==> config.mk <==
export PLATFORM = sky130hd
export DESIGN_NAME = image_blit_engine
export DESIGN_NICKNAME = d
export VERILOG_FILES = /design/src/rtl/image_blit_engine.sv
export SDC_FILE = /design/constraint.sdc
export NUM_CORES = 1
export LEC_CHECK = 0
export BUFFER_PORTS_ARGS = -buffer_cell sky130_fd_sc_hd__buf_2
export CELL_PAD_IN_SITES_DETAIL_PLACEMENT = 1
export CELL_PAD_IN_SITES_GLOBAL_PLACEMENT = 2
export CORE_MARGIN = 1.5
export CORE_UTILIZATION = 30
export CTS_BUF_LIST = sky130_fd_sc_hd__clkbuf_8 sky130_fd_sc_hd__clkbuf_16
export CTS_CLUSTER_DIAMETER = 40
export DETAILED_ROUTE_END_ITERATION = 10
export PLACE_DENSITY_LB_ADDON = 0.1
export SYNTH_ARGS = -nofsm -noshare
export SYNTH_HDL_FRONTEND = slang
export SYNTH_SLANG_ARGS = --single-unit
export TNS_END_PERCENT = 1
==> constraint.sdc <==
create_clock -name clk_in -period 3 [get_ports clk_in]
set_input_delay 0.3 -clock clk_in [delete_from_list [all_inputs] [get_ports clk_in]]
set_output_delay 0.3 -clock clk_in [all_outputs]
set_load 0.02 [all_outputs]
==> src/rtl/image_blit_engine.sv <==
// Full-screen copy engine: sweeps image memory and streams one
// (x, y, colour, plot) write per pixel into the VGA frame buffer.
module image_blit_engine #(
  parameter int WIDTH    = 160,
  parameter int HEIGHT   = 120,
  parameter int X_W      = 8,
  parameter int Y_W      = 7,
  parameter int ADDR_W   = 15,
  parameter int COLOUR_W = 3,
  parameter int OPC_W    = 3,
  parameter int RD_LAT   = 2
) (
  input  logic                clk_in,
  input  logic                reset,
  input  logic                start,
  input  logic [OPC_W-1:0]    image_sel,
  output logic [OPC_W-1:0]    opcode,
  output logic [ADDR_W-1:0]   mem_address,
  input  logic [COLOUR_W-1:0] pixel_in,
  output logic [X_W-1:0]      x,
  output logic [Y_W-1:0]      y,
  output logic [COLOUR_W-1:0] colour,
  output logic                plot,
  output logic                busy,
  output logic                done
);

  localparam logic [ADDR_W-1:0] LAST = ADDR_W'(WIDTH * HEIGHT - 1);
  localparam logic [X_W-1:0]    XMAX = X_W'(WIDTH - 1);
  localparam int                CW   = $clog2(RD_LAT + 1) + 1;
  localparam logic [CW-1:0]     DMAX = CW'(RD_LAT);

  typedef enum logic [1:0] {IDLE, SWEEP, DRAIN, FINISH} state_t;

  state_t            state;
  logic [X_W-1:0]    sx;
  logic [Y_W-1:0]    sy;
  logic [CW-1:0]     dcnt;
  logic [RD_LAT-1:0] pv;
  logic [X_W-1:0]    px [RD_LAT];
  logic [Y_W-1:0]    py [RD_LAT];

  always_ff @(posedge clk_in) begin
    if (reset) begin
      state       <= IDLE;
      opcode      <= '0;
      mem_address <= '0;
      x           <= '0;
      y           <= '0;
      colour      <= '0;
      plot        <= 1'b0;
      busy        <= 1'b0;
      done        <= 1'b0;
      sx          <= '0;
      sy          <= '0;
      dcnt        <= '0;
      pv          <= '0;
      for (int i = 0; i < RD_LAT; i++) begin
        px[i] <= '0;
        py[i] <= '0;
      end
    end else begin
      // coordinates ride alongside each issued address until its data lands
      pv[0] <= (state == SWEEP);
      px[0] <= sx;
      py[0] <= sy;
      for (int i = 1; i < RD_LAT; i++) begin
        pv[i] <= pv[i-1];
        px[i] <= px[i-1];
        py[i] <= py[i-1];
      end
      plot <= pv[RD_LAT-1];
      if (pv[RD_LAT-1]) begin
        x      <= px[RD_LAT-1];
        y      <= py[RD_LAT-1];
        colour <= pixel_in;
      end
      done <= 1'b0;
      case (state)
        IDLE: begin
          if (start) begin
            opcode      <= image_sel;
            mem_address <= '0;
            sx          <= '0;
            sy          <= '0;
            busy        <= 1'b1;
            state       <= SWEEP;
          end
        end
        SWEEP: begin
          if (mem_address == LAST) begin
            dcnt  <= '0;
            state <= DRAIN;
          end else begin
            mem_address <= mem_address + 1'b1;
            if (sx == XMAX) begin
              sx <= '0;
              sy <= sy + 1'b1;
            end else begin
              sx <= sx + 1'b1;
            end
          end
        end
        DRAIN: begin
          if (dcnt == DMAX) begin
            done  <= 1'b1;
            busy  <= 1'b0;
            state <= FINISH;
          end else begin
            dcnt <= dcnt + 1'b1;
          end
        end
        FINISH: state <= IDLE;
        default: state <= IDLE;
      endcase
    end
  end

endmodule
==> results of run 1 <==
-- critical path, stage by stage (launching register included) --
cell,delay (ns)
dfxtp_1,0.50
ha_1,0.28
nand3_2,0.21
nor4_1,0.78
nor2_1,0.20
a221o_1,0.36
-- kinds of logic after synthesis --
logic type,Yosys count,synth area share [%]
simple gates,158,24.0
flops,91,48.4
compound gates,73,14.8
buf+inv,40,4.35
mux,21,5.58
fa+ha+maj,8,2.66
xor+xnor,1,0.233
-- worst min-delay path by stage --
stage | to | slack, ns | cells after the start
6_report | colour[0] | 0.20 | 3
3_3_place_gp | py[1][0] | 0.42 | 1
2_1_floorplan | pv[1] | 0.41 | 1
3_5_place_dp | px[1][5] | 0.42 | 1
5_1_grt | opcode[0] | 0.20 | 3
4_1_cts | colour[0] | 0.19 | 3
-- Yosys cell counts (all sizes together), types with 3 or more instances --
cell type	n	area, µm²
nor2b	27	169
nor2	29	109
a31oi	10	62.6
nand2b	6	37.5
buf	10	51.3
nor4	5	31.3
a21oi	13	65.1
or3	3	23.8
nand4b	3	26.3
clkbuf	14	52.6
and3	8	51.3
nor3	8	40.0
a211o	3	26.3
nand3	14	75.1
o31ai	3	22.5
mux2i	21	210
a211oi	6	45.0
or4	3	22.5
ha	8	100
a41oi	3	33.8
dfxtp	91	1820
and4	6	55.1
nand2	25	93.8
nand4	12	96.3
o21ai	7	35.0
o32ai	5	43.8
inv	15	56.3
a311oi	8	70.1
-- metrics by stage --
step	hold WS [ns]	power [mW]	instance area [µm²]	cells
2_1_floorplan	0.414	1.83	3760	392
3_3_place_gp	0.418	2.07	4160	590
3_5_place_dp	0.424	2.09	4160	590
4_1_cts	0.186	3.35	4490	606
5_1_grt	0.198	3.48	4490	606
6_report	0.197	3.30	4490	606
-- registers in the layout, indices dropped and copies added (netlist names) --
signal       flops
plot             1
y                7
opcode           3
x                8
done             1
busy             1
mem_address     15
sy               7
state            2
px              16
pv               2
colour           3
sx               8
py              14
dcnt             3
-- final cells by class --
class,count,area (µm²)
clock buffer,10,239
clock inverter,6,87.6
fill,1407,7630
inverter,16,60.1
multi-input combinational,261,1780
sequential,91,1820
tap,168,210
timing repair buffer,54,288
-- per-layer routing --
metal  routed length (µm)  share of wire (%)
met1                 4980                 51
met2                 4230                 44
met3                  304                3.1
met4                  207                2.1
met5                    0                  0
-- power groups by stage --
stage               Sequential, mW  Combinational [mW]  Clock [mW]
floorplan                     1.36               0.477           0
finish                        1.33               0.719        1.25
detailed placement            1.36               0.722           0
CTS                           1.34               0.726        1.29
global route                  1.34               0.798        1.34
global placement              1.36               0.712           0
==> results.md, run 1 <==
- LEAKAGE: 1.79 nW
- RR Endpoint: mem_address[14]
- Tightest Pin Transition: 1.11 ns
- Comb power frac: 21.8%
- Total grt overflow: 0
- Crit. End Element: flip-flop
- Crit-path max FO: 7
- Run status: finished, final reports clean
- Fraction of registers with async set/reset: 0%
- Post-CTS setup buffers: 0
- GRT Max-Usage Layer: met2
- Clock transition at path regs: 0.07 ns
- Post-route ant nets: 0
- CTS tree: done
- Count of state elements after synthesis: 91
- CP Class: reg2reg
- Ys Warns: 0
- Internal Pwr Total: 2.26 mW
- Post_cts resized: 0
- Hold Path Origin: pixel_in[0]
- Clock sinks: 91
- RSZ-0062 raised after global routing: false
- Clock share of power: 37.9%
- Avg WL per Cell: 16.0 µm
- Max Root-Sink Buffers: 2
- Most common library cell in the layout ignoring fill and taps: dfxtp_1
- Avg Cell Area, Syn: 9.60 µm²
- Fin crit period: 2.44 ns
- Grt met2 use: 23.6%
- Vias per cell: 5.08
- Via count: 3081
- Area Overhead vs Synth: 19.1%
- # diodes: 0
- Most frequent cells in the layout: dfxtp_1, buf_2, nor2_1
- CP endpoint: mem_address[14]
- Relative slew slack: 25.7%
- Vias in the first global route: 2915
- Seq pwr share: 40.4%
- Core Region: 12100 µm²
- Final hold vios: 0
- Final setup vio count: 0
- Final WS setup: 0.565 ns
- Initial antenna violation count: 0
- Die area: 13200 µm²
- Final Util: 37.0%
- Root Buffer: clkbuf_16
- Pre-Repair DR Iteration Count: 4
- Top FF cell, synth: dfxtp_1
- Sw Ratio: 31.4%
- Port Buffers: 47
- DP Worst Slack: 0.592 ns
- Met3 Resource Use GR: 2.79%
- Synth unique cells: 57
- Hold Buf Count CTS: 0
- I/O pin count: 48
- Drc violations: 0
- CP arrival: 2.67 ns
- R2R setup slack: 0.56 ns
- Max-cap violation count: 0
- Cell count after synthesis: 392
- Slew Limit Fails: 0
- Synthesized Nets: 409
- Worst EP required: 3.24 ns
- Drt initial violations: 124
- Starting Density: 31.1%
- Hold Crit Class: in2reg
- Setup TNS: 0 ns
- CP startpoint kind: flip-flop
- Met1 usage: 21.5%
- Post-synth EDFFs: 0
- Fin nets: 450
- Die height: 115 µm
- Reg2reg start: mem_address[0]
- Mapped cell area: 3760 µm²
- Cell depth of the worst flop-to-flop path: 5
- H-Tree Depth: 3
- Total global-route track usage: 15.6%
- Seq/Total Area, Yosys: 48.4%
- Worst VDD drop: 0.304 mV
- First-pass GRT wire length: 15900 µm
- Psw: 1.04 mW
- Max frequency: 0.411 GHz
- Routed WL: 9720 µm
- Die X: 115 µm
- Core Rows: 40
- Later-pin clock latency in the skew report: 0.34 ns
- Placer Congestion: 0.815
- Final Cycle Share: 81.2%
- Critical Path Start: mem_address[0]
- CTS Buf Count: 9
- Pin count of the biggest net entering global routing: 43
- Layout Skew: 0.00396 ns
- Ratio of cells with drive above 1 in the final layout: 18.3%
- P per Cell Area: 736 nW/µm²
- DP Wirelength: 6550 µm
(Power assumes the default switching activity.)
==> inputs of run 2 (changes only) <==
clock period = 2.5 ns   (was 3 ns; I/O delays follow)
==> run 2 against run 1 <==
Compared with the run above:
- first-iteration DRC count decreased by 4.0%
- fmax increased by 12%
- clock power grew 9.6%
- worst setup slack got worse by 0.23 ns
- critical path depth grew 1
- combinational power rose by 29%
- flip-flop and latch count unchanged
==> results.md, run 2 (synthesis results as in run 1) <==
- Run status: finished, final reports clean (unchanged)
- Max frequency: 0.461 GHz (was 0.411 GHz)
- Fin nets: 455 (was 450)
- Hold Buf Count CTS: 0 (unchanged)
- Most frequent cells in the layout: dfxtp_1, buf_2, nor2_1 (unchanged)
- Total grt overflow: 0 (unchanged)
- Drc violations: 0 (unchanged)
- Most common library cell in the layout ignoring fill and taps: dfxtp_1 (unchanged)
- CTS Buf Count: 9 (unchanged)
- Placer Congestion: 0.763 (was 0.815)
- Root Buffer: clkbuf_16 (unchanged)
- Design area: 4500 µm² (was 4490 µm²)
- Routed WL: 9820 µm (was 9720 µm)
- P per Cell Area: 862 nW/µm² (was 736 nW/µm²)
- Slowest cell on the critical path: nor2_1 (was nor4_1)
- Port Buffers: 47 (unchanged)
- Area Overhead vs Synth: 19.4% (was 19.1%)
- Core Rows: 40 (unchanged)
- Layout Skew: 0.00703 ns (was 0.00396 ns)
- Later-pin clock latency in the skew report: 0.34 ns (about the same)
- Fill cells: 1424 (was 1407)
- Die X: 115 µm (unchanged)
- Avg WL per Cell: 16.1 µm (was 16.0 µm)
- Worst EP required: 2.69 ns (was 3.24 ns)
- Die area: 13200 µm² (unchanged)
- Tightest Pin Transition: 0.742 ns (was 1.11 ns)
- Clock transition at path regs: 0.07 ns (about the same)
- Slew Limit Fails: 0 (unchanged)
- RSZ-0062 raised after global routing: false (unchanged)
- Clock sinks: 91 (unchanged)
- Crit. End Element: flip-flop (unchanged)
- Cell Chain, Critical Path: inv_1 > ha_1 > mux2i_1 > buf_4 > nor2_1 > a311oi_1 (was ha_1 > nand3_2 > nor4_1 > nor2_1 > a221o_1)
- CP arrival: 2.36 ns (was 2.67 ns)
- CP max stage delay: 0.58 ns (was 0.78 ns)
- Post-CTS setup buffers: 0 (unchanged)
- Crit-path max FO: 9 (was 7)
- Largest Register: px (unchanged)
- Via count: 3137 (was 3081)
- Post_cts resized: 0 (unchanged)
- Final setup vio count: 0 (unchanged)
- CTS tree: done (unchanged)
- Buf/Inv on CP: 2 (was 0)
- Initial antenna violation count: 0 (unchanged)
- Final Cycle Share: 86.8% (was 81.2%)
- # diodes: 0 (unchanged)
- CP Class: reg2reg (unchanged)
- Total global-route track usage: 15.6% (about the same)
- Max-cap violation count: 0 (unchanged)
- Worst VDD drop: 0.328 mV (was 0.304 mV)
- Post-route ant nets: 0 (unchanged)
- Core Region: 12100 µm² (unchanged)
- LEAKAGE: 1.79 nW (about the same)
- H-Tree Depth: 3 (unchanged)
- Max Root-Sink Buffers: 2 (unchanged)
- Drt initial violations: 119 (was 124)
- Worst Hold Slack: 0.140 ns (was 0.197 ns)
- Starting Density: 31.1% (unchanged)
- CP startpoint kind: flip-flop (unchanged)
- Fin crit period: 2.17 ns (was 2.44 ns)
- I/O pin count: 48 (unchanged)
- Final hold vios: 0 (unchanged)
- Top Registers: px x16, mem_address x15, py x14 (unchanged)
- Setup TNS: 0 ns (unchanged)
- Number of flip-flops in the largest register: 16 (unchanged)
- Hold Crit Class: in2reg (unchanged)
- Vias in the first global route: 3014 (was 2915)
- Die height: 115 µm (unchanged)
- Relative slew slack: 50.4% (was 25.7%)
- Pre-Repair DR Iteration Count: 6 (was 4)
- DP Wirelength: 6630 µm (was 6550 µm)
- Post-DP Area: 4200 µm² (was 4160 µm²)
- Critical path's top delay family: simple AND/OR/NAND/NOR gates (unchanged)
- Pin count of the biggest net entering global routing: 56 (was 43)
- Vias per cell: 5.14 (was 5.08)
- Ratio of cells with drive above 1 in the final layout: 19.0% (was 18.3%)
- First-pass GRT wire length: 16000 µm (was 15900 µm)
==> run 2: changes by cell type in the layout (fill, tap and decap cells not counted), sizes merged <==
cell	before	now
buf	54	59
bufinv	2	1
clkinv	4	1
clkinvlp	0	3
==> run 2: report_power, final <==
group | internal (mW) | switching, mW | leakage [nW]
clock | 0.800 | 0.575 | 0.137
combinational | 0.317 | 0.607 | 0.917
sequential | 1.52 | 0.0545 | 0.735
==> run 2: through the flow <==
step / total power, mW / setup WS [ns] / util, % / instances
3_5_place_dp: 2.54 / 0.224 / 34.6 / 595
3_3_place_gp: 2.51 / 0.419 / 34.6 / 595
4_1_cts: 3.93 / 0.218 / 37.1 / 610
5_1_grt: 4.09 / 0.177 / 37.1 / 610
6_report: 3.88 / 0.331 / 37.1 / 610
2_1_floorplan: 2.20 / 0.473 / - / 392
==> run 2: final timing paths <==
check / startpoint / endpoint / slack (ns) / cells after the start
max: state[1] / mem_address[2] / 0.33 / 6
min: pixel_in[0] / colour[0] / 0.14 / 3
max reg2reg: state[1] / mem_address[2] / 0.33 / 6
min reg2reg: px[0][3] / px[1][3] / 0.43 / 1
==> run 2: cell type report <==
| class | count | area, µm² | share of cell area, % |
|---|---|---|---|
| flip-flops and latches | 91 | 1820 | 40.5 |
| multi-input cells | 261 | 1780 | 39.6 |
| repair buffers | 59 | 325 | 7.23 |
| clock buffers | 10 | 239 | 5.31 |
| well taps | 168 | 210 | 4.67 |
| clock inverters | 5 | 61.3 | 1.36 |
| inverters | 16 | 60.1 | 1.34 |
==> run 2: tightest hold or removal path, stage by stage <==
cell	delay, ns
buf_2	0.08
mux2i_1	0.05
nor2_1	0.07
==> run 2: layer usage <==
metal | global-route usage (%) | share of wire, % | vias up
met4 | 7.33 | 1.8 | 0
met3 | 2.74 | 3.7 | 11
met5 | 0 | 0 | -
li1 | - | - | 1530
met2 | 24.4 | 45 | 67
met1 | 21.0 | 50 | 1529
